<file path="src/rtl/rv_ctrl_pkg.sv">
// ---------------------------------------------------------------------------
// rv_ctrl_pkg
//   Shared definitions for the multi-cycle RV32I control path:
//   - state_t        : main control FSM states (also exported on state_o)
//   - OPC_*          : RV32I major opcodes (instr[6:0])
//   - IMM_*          : immediate-generator format codes
//   - PC_SEL_*       : PC source select encodings
//   - WB_SEL_*       : register-file writeback source encodings
//   - ALU_OP_*       : ALU operation class encodings
//   - instr_class_t  : coarse instruction class produced by ctrl_decode
//   - decode_t       : ctrl_decode result bundle
// ---------------------------------------------------------------------------
package rv_ctrl_pkg;

  // FETCH is encoded as zero so that the forced-to-zero debug output seen
  // while reset is asserted reads back as the state the FSM restarts in.
  typedef enum logic [2:0] {
    ST_FETCH  = 3'd0,
    ST_DECODE = 3'd1,
    ST_EXEC   = 3'd2,
    ST_MEM    = 3'd3,
    ST_WB     = 3'd4,
    ST_HALT   = 3'd5
  } state_t;

  localparam logic [6:0] OPC_LOAD     = 7'b0000011;
  localparam logic [6:0] OPC_MISC_MEM = 7'b0001111;
  localparam logic [6:0] OPC_OP_IMM   = 7'b0010011;
  localparam logic [6:0] OPC_AUIPC    = 7'b0010111;
  localparam logic [6:0] OPC_STORE    = 7'b0100011;
  localparam logic [6:0] OPC_OP       = 7'b0110011;
  localparam logic [6:0] OPC_LUI      = 7'b0110111;
  localparam logic [6:0] OPC_BRANCH   = 7'b1100011;
  localparam logic [6:0] OPC_JALR     = 7'b1100111;
  localparam logic [6:0] OPC_JAL      = 7'b1101111;
  localparam logic [6:0] OPC_SYSTEM   = 7'b1110011;

  localparam logic [2:0] IMM_NONE = 3'b000;
  localparam logic [2:0] IMM_I    = 3'b001;
  localparam logic [2:0] IMM_S    = 3'b010;
  localparam logic [2:0] IMM_B    = 3'b011;
  localparam logic [2:0] IMM_U    = 3'b100;
  localparam logic [2:0] IMM_J    = 3'b101;

  localparam logic [1:0] PC_SEL_PLUS4 = 2'b00;
  localparam logic [1:0] PC_SEL_ALU   = 2'b01;
  localparam logic [1:0] PC_SEL_JALR  = 2'b10;

  localparam logic [1:0] WB_SEL_ALU  = 2'b00;
  localparam logic [1:0] WB_SEL_LOAD = 2'b01;
  localparam logic [1:0] WB_SEL_PC4  = 2'b10;
  localparam logic [1:0] WB_SEL_IMM  = 2'b11;

  localparam logic [1:0] ALU_OP_ADD    = 2'b00;
  localparam logic [1:0] ALU_OP_FUNCT  = 2'b01;
  localparam logic [1:0] ALU_OP_BRANCH = 2'b10;

  typedef enum logic [3:0] {
    CLS_OP      = 4'd0,
    CLS_OP_IMM  = 4'd1,
    CLS_LOAD    = 4'd2,
    CLS_STORE   = 4'd3,
    CLS_BRANCH  = 4'd4,
    CLS_JAL     = 4'd5,
    CLS_JALR    = 4'd6,
    CLS_LUI     = 4'd7,
    CLS_AUIPC   = 4'd8,
    CLS_NOP     = 4'd9,   // MISC-MEM / SYSTEM: retire as PC+4
    CLS_ILLEGAL = 4'd10
  } instr_class_t;

  typedef struct packed {
    logic [2:0]   imm_sel;
    instr_class_t cls;
    logic         legal;
  } decode_t;

endpackage

</file>
<file path="src/rtl/ctrl_decode.sv">
// ---------------------------------------------------------------------------
// ctrl_decode
//   Purely combinational opcode decoder. Maps instr[6:0] to the immediate
//   format, the instruction class and a legal flag. Kept free of any FSM
//   state so it can be reused by a pipelined control path later.
//
// Ports:
//   opcode  in   7  instruction bits [6:0]
//   dec     out     decode_t {imm_sel, cls, legal}
// ---------------------------------------------------------------------------
module ctrl_decode
  import rv_ctrl_pkg::*;
(
  input  logic [6:0] opcode,
  output decode_t    dec
);

  always_comb begin
    dec.imm_sel = IMM_NONE;
    dec.cls     = CLS_ILLEGAL;
    dec.legal   = 1'b1;
    case (opcode)
      OPC_OP: begin
        dec.cls = CLS_OP;
      end
      OPC_OP_IMM: begin
        dec.imm_sel = IMM_I;
        dec.cls     = CLS_OP_IMM;
      end
      OPC_LOAD: begin
        dec.imm_sel = IMM_I;
        dec.cls     = CLS_LOAD;
      end
      OPC_JALR: begin
        dec.imm_sel = IMM_I;
        dec.cls     = CLS_JALR;
      end
      OPC_STORE: begin
        dec.imm_sel = IMM_S;
        dec.cls     = CLS_STORE;
      end
      OPC_BRANCH: begin
        dec.imm_sel = IMM_B;
        dec.cls     = CLS_BRANCH;
      end
      OPC_LUI: begin
        dec.imm_sel = IMM_U;
        dec.cls     = CLS_LUI;
      end
      OPC_AUIPC: begin
        dec.imm_sel = IMM_U;
        dec.cls     = CLS_AUIPC;
      end
      OPC_JAL: begin
        dec.imm_sel = IMM_J;
        dec.cls     = CLS_JAL;
      end
      OPC_MISC_MEM, OPC_SYSTEM: begin
        dec.cls = CLS_NOP;
      end
      default: begin
        dec.cls   = CLS_ILLEGAL;
        dec.legal = 1'b0;
      end
    endcase
  end

endmodule

</file>
<file path="src/rtl/multicycle_ctrl.sv">
// ---------------------------------------------------------------------------
// multicycle_ctrl
//   Main control FSM of the multi-cycle RV32I core:
//   FETCH -> DECODE -> EXEC -> (MEM) -> (WB) -> FETCH, plus a sticky HALT
//   reached on an illegal opcode when ILLEGAL_HALT=1.
//
// Handshakes: a request (imem_req / dmem_req) is held high for as long as the
//   FSM sits in the requesting state; the transfer completes in the cycle the
//   matching ready is high while the request is high. ready is ignored in any
//   state that does not issue the request. Zero-wait (ready in the first
//   request cycle) is legal.
//
// Ports:
//   clk, rst_n              clock, synchronous active-low reset
//   instr_in[31:0]          instruction register contents (valid from DECODE)
//   imem_req / imem_ready   instruction fetch handshake
//   dmem_req / dmem_ready   data access handshake, dmem_we = 1 for stores
//   br_taken                branch comparator result
//   ir_we, pc_we, pc_sel    instruction register / PC update controls
//   imm_sel                 immediate format (IMM_*)
//   alu_src_a, alu_src_b    0 rs1 / 1 PC ; 0 rs2 / 1 immediate
//   alu_op                  ALU operation class (ALU_OP_*)
//   rf_we, wb_sel           register-file write enable / source
//   illegal                 sticky illegal-instruction flag
//   state_o                 current FSM state (debug)
//
// Every output is forced to zero while rst_n is low, so an access in flight
// is dropped in the very cycle reset is asserted.
// ---------------------------------------------------------------------------
module multicycle_ctrl
  import rv_ctrl_pkg::*;
#(
  parameter bit ILLEGAL_HALT = 1'b1
) (
  input  logic        clk,
  input  logic        rst_n,
  input  logic [31:0] instr_in,
  output logic        imem_req,
  input  logic        imem_ready,
  output logic        dmem_req,
  output logic        dmem_we,
  input  logic        dmem_ready,
  input  logic        br_taken,
  output logic        ir_we,
  output logic        pc_we,
  output logic [1:0]  pc_sel,
  output logic [2:0]  imm_sel,
  output logic        alu_src_a,
  output logic        alu_src_b,
  output logic [1:0]  alu_op,
  output logic        rf_we,
  output logic [1:0]  wb_sel,
  output logic        illegal,
  output logic [2:0]  state_o
);

  state_t  state;
  logic    illegal_q;
  decode_t dec;

  // Only the opcode field steers control; the rest of the word feeds the
  // datapath directly.
  logic unused_instr_bits;
  assign unused_instr_bits = ^instr_in[31:7];

  ctrl_decode u_decode (
    .opcode (instr_in[6:0]),
    .dec    (dec)
  );

  // -------------------------------------------------------------------------
  // State register and sticky illegal flag
  // -------------------------------------------------------------------------
  always_ff @(posedge clk) begin
    if (!rst_n) begin
      state     <= ST_FETCH;
      illegal_q <= 1'b0;
    end else begin
      case (state)
        ST_FETCH: begin
          if (imem_ready) state <= ST_DECODE;
        end
        ST_DECODE: begin
          if (!dec.legal) begin
            illegal_q <= 1'b1;
            state     <= ILLEGAL_HALT ? ST_HALT : ST_FETCH;
          end else begin
            state <= ST_EXEC;
          end
        end
        ST_EXEC: begin
          case (dec.cls)
            CLS_OP, CLS_OP_IMM, CLS_JAL, CLS_JALR,
            CLS_AUIPC, CLS_LUI:       state <= ST_WB;
            CLS_LOAD, CLS_STORE:      state <= ST_MEM;
            default:                  state <= ST_FETCH;  // branch, NOP
          endcase
        end
        ST_MEM: begin
          if (dmem_ready) state <= (dec.cls == CLS_STORE) ? ST_FETCH : ST_WB;
        end
        ST_WB:   state <= ST_FETCH;
        ST_HALT: state <= ST_HALT;
        default: state <= ST_FETCH;
      endcase
    end
  end

  // -------------------------------------------------------------------------
  // Control outputs. Mealy terms (ir_we, the MEM-exit pc_we, branch pc_sel)
  // follow the same-cycle ready / br_taken inputs.
  // -------------------------------------------------------------------------
  always_comb begin
    imem_req  = 1'b0;
    dmem_req  = 1'b0;
    dmem_we   = 1'b0;
    ir_we     = 1'b0;
    pc_we     = 1'b0;
    pc_sel    = PC_SEL_PLUS4;
    imm_sel   = IMM_NONE;
    alu_src_a = 1'b0;
    alu_src_b = 1'b0;
    alu_op    = ALU_OP_ADD;
    rf_we     = 1'b0;
    wb_sel    = WB_SEL_ALU;
    illegal   = illegal_q;
    state_o   = state;

    case (state)
      ST_FETCH: begin
        imem_req = 1'b1;
        ir_we    = imem_ready;
      end

      ST_DECODE: begin
        imm_sel   = dec.imm_sel;
        // PC + imm is computed here and held in the ALU result register so
        // a taken branch in EXEC can load it while the ALU compares rs1/rs2.
        alu_src_a = 1'b1;
        alu_src_b = 1'b1;
        alu_op    = ALU_OP_ADD;
        if (!dec.legal && !ILLEGAL_HALT) begin
          pc_we  = 1'b1;
          pc_sel = PC_SEL_PLUS4;
        end
      end

      ST_EXEC: begin
        imm_sel = dec.imm_sel;
        case (dec.cls)
          CLS_OP: begin
            alu_op = ALU_OP_FUNCT;
          end
          CLS_OP_IMM: begin
            alu_op    = ALU_OP_FUNCT;
            alu_src_b = 1'b1;
          end
          CLS_LOAD, CLS_STORE: begin
            alu_op    = ALU_OP_ADD;
            alu_src_b = 1'b1;
          end
          CLS_BRANCH: begin
            alu_op = ALU_OP_BRANCH;
            pc_we  = 1'b1;
            pc_sel = br_taken ? PC_SEL_ALU : PC_SEL_PLUS4;
          end
          CLS_JAL, CLS_AUIPC: begin
            alu_src_a = 1'b1;
            alu_src_b = 1'b1;
          end
          CLS_JALR: begin
            alu_src_a = 1'b0;
            alu_src_b = 1'b1;
          end
          CLS_NOP: begin
            pc_we  = 1'b1;
            pc_sel = PC_SEL_PLUS4;
          end
          default: begin
            // LUI needs no ALU work; the immediate is written back directly.
          end
        endcase
      end

      ST_MEM: begin
        imm_sel  = dec.imm_sel;
        dmem_req = 1'b1;
        dmem_we  = (dec.cls == CLS_STORE);
        // A store retires as soon as the access completes.
        if (dmem_ready && dec.cls == CLS_STORE) begin
          pc_we  = 1'b1;
          pc_sel = PC_SEL_PLUS4;
        end
      end

      ST_WB: begin
        imm_sel = dec.imm_sel;
        rf_we   = 1'b1;
        pc_we   = 1'b1;
        case (dec.cls)
          CLS_LOAD:           wb_sel = WB_SEL_LOAD;
          CLS_JAL, CLS_JALR:  wb_sel = WB_SEL_PC4;
          CLS_LUI:            wb_sel = WB_SEL_IMM;
          default:            wb_sel = WB_SEL_ALU;
        endcase
        case (dec.cls)
          CLS_JAL:  pc_sel = PC_SEL_ALU;
          CLS_JALR: pc_sel = PC_SEL_JALR;
          default:  pc_sel = PC_SEL_PLUS4;
        endcase
      end

      default: begin
        // HALT: no enables, no requests until reset.
      end
    endcase

    if (!rst_n) begin
      imem_req  = 1'b0;
      dmem_req  = 1'b0;
      dmem_we   = 1'b0;
      ir_we     = 1'b0;
      pc_we     = 1'b0;
      pc_sel    = 2'b00;
      imm_sel   = 3'b000;
      alu_src_a = 1'b0;
      alu_src_b = 1'b0;
      alu_op    = 2'b00;
      rf_we     = 1'b0;
      wb_sel    = 2'b00;
      illegal   = 1'b0;
      state_o   = 3'b000;
    end
  end

endmodule

</file>
<file path="config.mk">
export PLATFORM = sky130hd
export DESIGN_NAME = multicycle_ctrl
export DESIGN_NICKNAME = d
export VERILOG_FILES = /design/src/rtl/rv_ctrl_pkg.sv /design/src/rtl/ctrl_decode.sv /design/src/rtl/multicycle_ctrl.sv
export SDC_FILE = /design/constraint.sdc
export NUM_CORES = 1
export LEC_CHECK = 0
export BUFFER_PORTS_ARGS = -buffer_cell sky130_fd_sc_hd__buf_2
export CAP_MARGIN = 20
export CORE_MARGIN = 1.5
export CORE_UTILIZATION = 45
export DETAILED_ROUTE_END_ITERATION = 10
export PLACE_DENSITY = 0.86
export SETUP_SLACK_MARGIN = 0.1
export SYNTH_ARGS = -nofsm -noshare
export SYNTH_HDL_FRONTEND = slang
export SYNTH_SLANG_ARGS = --single-unit
</file>
<file path="constraint.sdc">
create_clock -name clk -period 3.6 [get_ports clk]
set_clock_uncertainty 0.2 [all_clocks]
set_input_delay 0.72 -clock clk [delete_from_list [all_inputs] [get_ports clk]]
set_output_delay 0.72 -clock clk [all_outputs]
set_load 0.1 [all_outputs]
</file>
==> metrics.txt, run 1 <==
# TYPE chip_impl_metric gauge
chip_impl_metric{name="final-instance-count-excl-fill",unit=""} 173
chip_impl_metric{name="floorplan.rows",unit=""} 15
chip_impl_metric{name="worst_slew_margin_rel",unit="%"} 67.3
chip_impl_metric{name="cellPowerDensity",unit="nW/um2"} 250
chip_impl_metric{name="core_region_area",unit="um2"} 1760
chip_impl_metric{name="clk_pin_slew",unit="ps"} 30
chip_impl_info{name="synth.area.top_cells",value="sky130_fd_sc_hd__dfxtp_1 9.3%, sky130_fd_sc_hd__clkbuf_8 6.4%, sky130_fd_sc_hd__nor2_1 5.7%"} 1
chip_impl_info{name="hold_path.class",value="register to register"} 1
chip_impl_info{name="worstSetupEndpointType",value="output port"} 1
chip_impl_metric{name="post_cts_setup_buffers",unit=""} 0
chip_impl_metric{name="grt_antenna_before_repair",unit=""} 0
chip_impl_metric{name="ios",unit=""} 58
chip_impl_metric{name="rr_worst_depth",unit=""} 5
chip_impl_info{name="worst_hold_path.endpoint",value="illegal_q"} 1
chip_impl_metric{name="cts_inserted_buffers",unit=""} 3
chip_impl_metric{name="report.final.setup_viol",unit=""} 0
chip_impl_metric{name="diodes",unit=""} 0
chip_impl_info{name="holdCritStartpoint",value="illegal_q"} 1
chip_impl_info{name="synth_top_family_by_area",value="simple AND/OR/NAND/NOR gates"} 1
chip_impl_metric{name="via_count",unit=""} 1035
chip_impl_metric{name="post_route_cells_drive_above_1_share",unit="%"} 44.6
chip_impl_info{name="classification_of_the_worst_setup_path",value="input pin to output port"} 1
chip_impl_metric{name="floorplan.die.height",unit="um"} 46.6
chip_impl_metric{name="synthesis.yosys.warnings",unit=""} 0
chip_impl_metric{name="combinational_share_of_power",unit="%"} 58.5
chip_impl_metric{name="synth.top_cell.area_share",unit="%"} 9.34
chip_impl_metric{name="critical_path_arrival",unit="ps"} 2230
chip_impl_metric{name="critical_path_required",unit="ps"} 2680
chip_impl_metric{name="p_sw_share",unit="%"} 52.5
chip_impl_metric{name="vias_per_cell",unit=""} 5.98
chip_impl_metric{name="share_seq_of_total_power",unit="%"} 21.6
chip_impl_metric{name="cts_max_path_buffers",unit=""} 2
chip_impl_metric{name="cts_resized",unit=""} 0
chip_impl_metric{name="timing.hold.worst_path_depth",unit=""} 2
chip_impl_metric{name="postRouteWirelength",unit="um"} 2390
chip_impl_metric{name="floorplan.initialDensity",unit="%"} 48.6
chip_impl_metric{name="clkLatencyLatePin",unit="ps"} 230
chip_impl_metric{name="first_iter_violations",unit=""} 43
chip_impl_info{name="postSynth.topFlopCell",value="sky130_fd_sc_hd__dfxtp_1"} 1
chip_impl_metric{name="synth_seq_area_share",unit="%"} 9.34
chip_impl_metric{name="crit_cells",unit=""} 6
chip_impl_metric{name="synth_mux_area_share",unit="%"} 0
chip_impl_metric{name="synth-async-reset-ratio",unit="%"} 0
chip_impl_metric{name="hold_viol",unit=""} 0
chip_impl_metric{name="synthesis.area",unit="um2"} 857
chip_impl_metric{name="detailedPlacementHpwl",unit="um"} 1870
chip_impl_metric{name="max-cap-violations",unit=""} 0
chip_impl_metric{name="ys_types",unit=""} 53
chip_impl_metric{name="die-area",unit="um2"} 2180
chip_impl_metric{name="drt.antenna.violating_nets",unit=""} 0
chip_impl_metric{name="place_congestion",unit=""} 0.929
chip_impl_info{name="worst_r2r_startpoint",value="state[1]"} 1
chip_impl_metric{name="maxClockFrequency",unit="MHz"} 317
chip_impl_metric{name="internal-power",unit="uW"} 126
chip_impl_info{name="clock_tree.root_cell",value="sky130_fd_sc_hd__clkbuf_4"} 1
chip_impl_metric{name="num-fill-cells",unit=""} 170
chip_impl_metric{name="die_w",unit="um"} 46.6
chip_impl_info{name="cells_along_the_critical_path",value="buf_2, and4b_1, nand2_1, or3_1, a21oi_2, buf_2"} 1
chip_impl_info{name="outcome",value="complete, no violations"} 1
chip_impl_metric{name="detail_route.first_pass.iterations",unit=""} 4
chip_impl_info{name="rsz0062_at_grt",value="false"} 1
chip_impl_metric{name="synth-xor-area-share",unit="%"} 2.04
chip_impl_metric{name="switching_power",unit="uW"} 140
chip_impl_metric{name="post_synthesis_compound_gate_area_fraction",unit="%"} 29.5
chip_impl_info{name="cpMostUsedCell",value="sky130_fd_sc_hd__buf_2"} 1
chip_impl_info{name="timing.critical_path.max_delay_family",value="simple AND/OR/NAND/NOR gates"} 1
chip_impl_metric{name="period_share",unit="%"} 87.5
chip_impl_metric{name="routedWlPerCell",unit="um"} 13.8
chip_impl_metric{name="finish.net_count",unit=""} 187
chip_impl_info{name="cpMaxStageDelayCell",value="sky130_fd_sc_hd__buf_2"} 1
chip_impl_metric{name="register_bit_total_from_synthesis",unit=""} 4
chip_impl_metric{name="rrSetupSlack",unit="ps"} 1910
chip_impl_metric{name="delay_of_the_slowest_cell_on_the_worst_path",unit="ps"} 440
chip_impl_metric{name="portBuffers",unit=""} 32
chip_impl_info{name="synth_top_area_cell",value="sky130_fd_sc_hd__dfxtp_1"} 1
chip_impl_metric{name="vias_in_the_first_global_route",unit=""} 891
chip_impl_metric{name="layout.area.seq",unit="um2"} 80.1
chip_impl_info{name="setup.worst_path.start_class",value="input pin"} 1
chip_impl_metric{name="placed_instance_count",unit=""} 170
chip_impl_metric{name="grt_start_max_net_pins",unit=""} 18
chip_impl_info{name="r2r_end",value="state[0]"} 1
chip_impl_metric{name="synth_adder_area_share",unit="%"} 0
chip_impl_metric{name="buffers_inverters_on_critical_path",unit=""} 2
chip_impl_metric{name="synth_simple_gate_area_share",unit="%"} 47.0
chip_impl_metric{name="report.final.slew_viol_count",unit=""} 0
chip_impl_metric{name="ctsHoldBuffers",unit=""} 0
chip_impl_metric{name="ctsHtreeMaxLevel",unit=""} 1
chip_impl_metric{name="syn_inst",unit=""} 120
chip_impl_metric{name="layout_min_cycle_time",unit="ps"} 3150
chip_impl_metric{name="layout_stage_area_growth_over_the_synthesis_result",unit="%"} 24.4
chip_impl_metric{name="mappedNetlistNets",unit=""} 157
chip_impl_metric{name="global_route_wire_length_before_repair",unit="um"} 3740
chip_impl_metric{name="leakage",unit="nW"} 0.442
chip_impl_metric{name="multi_input_area",unit="um2"} 742
chip_impl_metric{name="crit_path_max_fanout",unit=""} 4
chip_impl_metric{name="hold_slack",unit="ps"} 360
chip_impl_metric{name="groute.usage.overall",unit="%"} 23.4
chip_impl_metric{name="cts.sinks",unit=""} 4
chip_impl_metric{name="power.share.clock",unit="%"} 19.9
chip_impl_metric{name="report.power.total",unit="uW"} 266
chip_impl_metric{name="syn_avg_cell_area",unit="um2"} 7.14
chip_impl_metric{name="timing_worst_slew_pin_value",unit="ps"} 495
chip_impl_info{name="cp-startpoint",value="instr_in[1]"} 1
chip_impl_info{name="tritoncts",value="built"} 1
chip_impl_metric{name="drc",unit=""} 0
chip_impl_metric{name="max-vdd-ir-drop",unit="mV"} 0.173
chip_impl_metric{name="synth_enable_flop_cells",unit=""} 0
chip_impl_metric{name="grt_overflow_total",unit=""} 0
worst reg2reg max path: stages (launching register included):
cell and delay, ps:
sky130_fd_sc_hd__dfxtp_1 310, sky130_fd_sc_hd__buf_4 190, sky130_fd_sc_hd__or3b_4 410, sky130_fd_sc_hd__a21oi_2 170, sky130_fd_sc_hd__o22ai_1 110, sky130_fd_sc_hd__a211oi_2 220
cell usage in the layout, fill, tap and decap left out, drive strengths merged, types with 5 or more instances in the layout:
cell type   n
and2        5
buf        34
nand2       8
nor2       13
nor2b       5
nor3        9
o21ai       8
synth_stat cells (3+ instances only):
cell,n
sky130_fd_sc_hd__o21ai_0,6
sky130_fd_sc_hd__nand2_1,8
sky130_fd_sc_hd__nor2b_1,5
sky130_fd_sc_hd__and2_1,4
sky130_fd_sc_hd__nor2_1,13
sky130_fd_sc_hd__clkbuf_8,4
sky130_fd_sc_hd__buf_2,3
sky130_fd_sc_hd__a211oi_1,3
sky130_fd_sc_hd__inv_1,4
sky130_fd_sc_hd__a31oi_1,4
sky130_fd_sc_hd__nor3_1,9
sky130_fd_sc_hd__dfxtp_1,4
sky130_fd_sc_hd__a21oi_1,3
per-layer routing:
| layer | part of all wire, % | up-vias | global-route usage [%] |
|---|---|---|---|
| met2 | 54 | 31 | 41.9 |
| met4 | 0 | 0 | 8.89 |
| met3 | 3.6 | 0 | 0.392 |
| li1 | - | 509 | - |
| met5 | 0 | - | 0 |
| met1 | 42 | 495 | 29.5 |
how the worst max path moves through the flow:
stage	end	slack [ps]
floorplan	pc_sel[1]	-190
global placement	alu_src_a	500
detailed placement	pc_we	470
CTS	pc_we	470
global route	wb_sel[0]	330
finish	pc_sel[0]	450
cell type report:
| cell class | count | share of cell area [%] |
|---|---|---|
| Tap cell | 25 | 2.93 |
| Inverter | 4 | 1.41 |
| Multi-Input combinational cell | 103 | 69.6 |
| Sequential cell | 4 | 7.51 |
| Timing Repair Buffer | 34 | 16.4 |
| Clock buffer | 3 | 2.11 |
stage by stage:
stage,cell area [um2],setup TNS [ps],setup WS [ps],utilization (%)
4_1_cts,1070,0,466,60.4
6_report,1070,0,450,60.4
5_1_grt,1070,0,329,60.4
3_3_place_gp,1040,0,496,59.1
3_5_place_dp,1040,0,467,59.1
2_1_floorplan,926,-203,-189,-
registers in the layout (all words and copies together), names as in the netlist:
register	flops
state	3
illegal_q	1
power groups by stage:
| stage | registers [mW] | clock network [mW] | logic, mW |
|---|---|---|---|
| floorplan | 0.0513 | 0 | 0.139 |
| detailed placement | 0.0580 | 0 | 0.155 |
| global route | 0.0587 | 0.0589 | 0.166 |
| global placement | 0.0576 | 0 | 0.152 |
| finish | 0.0575 | 0.0530 | 0.156 |
| CTS | 0.0573 | 0.0567 | 0.155 |
kinds of logic after synthesis:
family / after synthesis
buffers and inverters: 13
flip-flops: 4
AND/OR/NAND/NOR: 67
AO/OA/AOI/OAI: 34
XOR/XNOR: 2
Note: power is estimated with default switching activity, not from simulation.
==> inputs of run 2 (changes only) <==
Settings changed: ABC_AREA set to 1.
==> run 2 against run 1 <==
  * First-iteration DRC count decreased by 40%
  * Utilization increased by 5.2 points
  * Worst hold slack got worse by 99 ps
  * Clock power increased by 0.8%
  * Sequential cell count unchanged
  * Combinational power increased by 7%
  * Critical path depth increased by 8
==> metrics.txt, run 2 <==
# TYPE chip_impl_metric gauge
chip_impl_info{name="outcome",value="complete, no violations"} 1
chip_impl_info{name="postSynth.topFlopCell",value="sky130_fd_sc_hd__dfxtp_1"} 1
chip_impl_metric{name="timing_worst_slew_pin_value",unit="ps"} 543
chip_impl_info{name="setup.worst_path.start_class",value="input pin"} 1
chip_impl_metric{name="largest_reg_flops",unit=""} 3
chip_impl_info{name="holdCritStartpoint",value="illegal_q"} 1
chip_impl_metric{name="clkLatencyLatePin",unit="ps"} 230
chip_impl_metric{name="layout_stage_area_growth_over_the_synthesis_result",unit="%"} 35.0
chip_impl_metric{name="postRouteWirelength",unit="um"} 2250
chip_impl_metric{name="die-area",unit="um2"} 2180
chip_impl_metric{name="synthesis.area",unit="um2"} 858
chip_impl_info{name="clock_tree.root_cell",value="sky130_fd_sc_hd__clkbuf_4"} 1
chip_impl_metric{name="register_bit_total_from_synthesis",unit=""} 4
chip_impl_info{name="classification_of_the_worst_setup_path",value="input pin to output port"} 1
chip_impl_metric{name="max-vdd-ir-drop",unit="mV"} 0.244
chip_impl_metric{name="detailedPlacementHpwl",unit="um"} 1940
chip_impl_metric{name="timing.hold.worst_path_depth",unit=""} 2
chip_impl_metric{name="post_route_cells_drive_above_1_share",unit="%"} 45.7
chip_impl_metric{name="routedWlPerCell",unit="um"} 10.6
chip_impl_metric{name="dpl-instance-area",unit="um2"} 1140
chip_impl_info{name="tritoncts",value="built"} 1
chip_impl_metric{name="critical_path_required",unit="ps"} 2680
chip_impl_metric{name="floorplan.die.height",unit="um"} 46.7
chip_impl_metric{name="vias_in_the_first_global_route",unit=""} 874
chip_impl_info{name="hold_path.class",value="register to register"} 1
chip_impl_metric{name="groute.usage.overall",unit="%"} 22.3
chip_impl_metric{name="rrSetupSlack",unit="ps"} 1910
chip_impl_info{name="largest-register",value="state"} 1
chip_impl_metric{name="crit_path_max_fanout",unit=""} 4
chip_impl_metric{name="grt_overflow_total",unit=""} 0
chip_impl_metric{name="grt_antenna_before_repair",unit=""} 0
chip_impl_metric{name="vias_per_cell",unit=""} 4.94
chip_impl_metric{name="drt.antenna.violating_nets",unit=""} 0
chip_impl_metric{name="rr_worst_depth",unit=""} 7
chip_impl_metric{name="worst_slew_margin_rel",unit="%"} 63.4
chip_impl_metric{name="first_iter_violations",unit=""} 26
chip_impl_metric{name="final-instance-count-excl-fill",unit=""} 213
chip_impl_metric{name="final_cell_area",unit="um2"} 1160
chip_impl_info{name="ys_top_cells_by_count",value="25 x sky130_fd_sc_hd__nor2_1, 24 x sky130_fd_sc_hd__nand2_1, 21 x sky130_fd_sc_hd__inv_1, 12 x sky130_fd_sc_hd__a21oi_1, 11 x sky130_fd_sc_hd__inv_2"} 1
chip_impl_metric{name="ctsHoldBuffers",unit=""} 0
chip_impl_metric{name="via_count",unit=""} 1052
chip_impl_metric{name="post_cts_setup_buffers",unit=""} 0
chip_impl_metric{name="ios",unit=""} 58
chip_impl_metric{name="place_congestion",unit=""} 0.863
chip_impl_metric{name="cts.sinks",unit=""} 4
chip_impl_metric{name="portBuffers",unit=""} 32
chip_impl_info{name="r2r_end",value="state[1]"} 1
chip_impl_metric{name="ctsHtreeMaxLevel",unit=""} 1
chip_impl_metric{name="layout_min_cycle_time",unit="ps"} 3300
chip_impl_metric{name="max-cap-violations",unit=""} 0
chip_impl_metric{name="leakage",unit="nW"} 0.665
chip_impl_metric{name="critical_path_arrival",unit="ps"} 2380
chip_impl_metric{name="cts_max_path_buffers",unit=""} 2
chip_impl_metric{name="syn_inst",unit=""} 154
chip_impl_metric{name="diodes",unit=""} 0
chip_impl_metric{name="mappedNetlistNets",unit=""} 191
chip_impl_info{name="synth.area.top_cells",value="sky130_fd_sc_hd__nor2_1 11%, sky130_fd_sc_hd__nand2_1 10%, sky130_fd_sc_hd__dfxtp_1 9.3%"} 1
chip_impl_metric{name="floorplan.initialDensity",unit="%"} 48.7
chip_impl_metric{name="drc",unit=""} 0
chip_impl_info{name="reg_top3",value="state x3, illegal_q x1"} 1
chip_impl_metric{name="cellPowerDensity",unit="nW/um2"} 237
chip_impl_metric{name="syn_avg_cell_area",unit="um2"} 5.57
chip_impl_info{name="worstSetupEndpointType",value="output port"} 1
chip_impl_info{name="synth_top_area_cell",value="sky130_fd_sc_hd__nor2_1"} 1
chip_impl_metric{name="maxClockFrequency",unit="MHz"} 303
chip_impl_metric{name="global_route_wire_length_before_repair",unit="um"} 3570
chip_impl_metric{name="synth-async-reset-ratio",unit="%"} 0
chip_impl_info{name="worst_hold_path.endpoint",value="illegal_q"} 1
chip_impl_info{name="rsz0062_at_grt",value="false"} 1
chip_impl_metric{name="ys_types",unit=""} 28
chip_impl_metric{name="clk_pin_slew",unit="ps"} 40
chip_impl_info{name="worst_r2r_startpoint",value="state[2]"} 1
chip_impl_metric{name="placed_instance_count",unit=""} 210
chip_impl_info{name="commonest_cells_after_routing_fill_and_taps_aside",value="30 x sky130_fd_sc_hd__buf_2, 24 x sky130_fd_sc_hd__nand2_1, 21 x sky130_fd_sc_hd__nor2_1, 21 x sky130_fd_sc_hd__inv_1, 11 x sky130_fd_sc_hd__inv_2"} 1
chip_impl_info{name="yosys.cell_count.top_type",value="sky130_fd_sc_hd__nor2_1"} 1
chip_impl_metric{name="report.final.slew_viol_count",unit=""} 0
chip_impl_metric{name="floorplan.rows",unit=""} 15
chip_impl_info{name="mostFrequentLayoutCell",value="sky130_fd_sc_hd__buf_2"} 1
chip_impl_metric{name="grt_start_max_net_pins",unit=""} 10
chip_impl_metric{name="synth_seq_area_share",unit="%"} 9.33
chip_impl_metric{name="synthesis.yosys.warnings",unit=""} 0
chip_impl_metric{name="report.final.setup_viol",unit=""} 0
chip_impl_metric{name="die_w",unit="um"} 46.7
chip_impl_metric{name="core_region_area",unit="um2"} 1760
chip_impl_metric{name="synth.top_cell.area_share",unit="%"} 10.9
chip_impl_metric{name="hold_viol",unit=""} 0
chip_impl_metric{name="fin_util",unit="%"} 65.7
chip_impl_metric{name="detail_route.first_pass.iterations",unit=""} 4
chip_impl_metric{name="period_share",unit="%"} 91.7
chip_impl_metric{name="finish.net_count",unit=""} 227
chip_impl_metric{name="synth_enable_flop_cells",unit=""} 0
chip_impl_metric{name="cts_resized",unit=""} 0
chip_impl_metric{name="cts_inserted_buffers",unit=""} 3
-- run 2: changes by cell type after synthesis, sizes merged, moves of 5 or more --
cell / previous run / this run
nand2: 8 / 34
nor2: 13 / 35
a21oi: 4 / 13
nand3: 1 / 12
inv: 4 / 32
nor2b: 5 / 0
and2: 5 / 0
-- run 2: metal layers --
metal / track usage [%] / wire (um)
met5: 0 / 0
met4: 1.67 / 0
met2: 38.9 / 1100
met3: 2.35 / 132
met1: 30.6 / 1030
-- run 2: critical path, cell delays in order --
cell and delay (ps):
sky130_fd_sc_hd__buf_2 110, sky130_fd_sc_hd__inv_2 60, sky130_fd_sc_hd__nand2_1 80, sky130_fd_sc_hd__nor2_4 170
sky130_fd_sc_hd__nand4_1 240, sky130_fd_sc_hd__nand2_1 190, sky130_fd_sc_hd__nor2_2 60, sky130_fd_sc_hd__nand2_2 100
sky130_fd_sc_hd__nor2_2 50, sky130_fd_sc_hd__nand3_1 100, sky130_fd_sc_hd__nor2_1 60, sky130_fd_sc_hd__a21oi_1 210
sky130_fd_sc_hd__a21oi_4 60, sky130_fd_sc_hd__buf_12 170
-- run 2: cells by family (layout without fill, tap and decap cells) --
| logic type | Yosys count | after routing | synth area share, % |
|---|---|---|---|
| flops | 4 | 4 | 9.33 |
| buf+inv | 35 | 69 | 16.2 |
| compound gates | 22 | 22 | 14.1 |
| simple gates | 93 | 93 | 60.4 |
-- run 2: report_power, final --
| part | internal, mW | switching [mW] | leakage [nW] | total, mW |
|---|---|---|---|---|
| clock network | 0.0371 | 0.0162 | 0.0138 | 0.0534 |
| logic | 0.0371 | 0.130 | 0.618 | 0.167 |
| registers | 0.0498 | 0.00462 | 0.0328 | 0.0545 |
-- run 2: worst max path at each step --
stage / startpoint / slack, ps / endpoint / depth (start not counted)
6_report: instr_in[3] / 300 / pc_sel[0] / 14
5_1_grt: instr_in[3] / 150 / pc_sel[0] / 14
4_1_cts: instr_in[6] / 290 / alu_src_b / 13
3_5_place_dp: instr_in[6] / 290 / alu_src_b / 13
3_3_place_gp: instr_in[3] / 360 / pc_sel[0] / 14
2_1_floorplan: instr_in[3] / -7 / alu_src_b / 8
-- run 2: layout make-up --
type / count / area (um2)
Multi-Input combinational cell: 115 / 703
Fill cell: 171 / 606
Timing Repair Buffer: 33 / 198
Inverter: 33 / 124
Sequential cell: 4 / 80.1
Tap cell: 25 / 31.3
Clock buffer: 3 / 22.5
-- run 2: per-stage QoR --
step	power (mW)	worst slack (ps)	setup TNS, ps	hold WS (ps)
floorplan	0.188	-7.30	-7.30	219
global placement	0.218	363	0	237
detailed placement	0.221	291	0	244
CTS	0.276	285	0	257
global route	0.292	153	0	273
finish	0.275	298	0	261
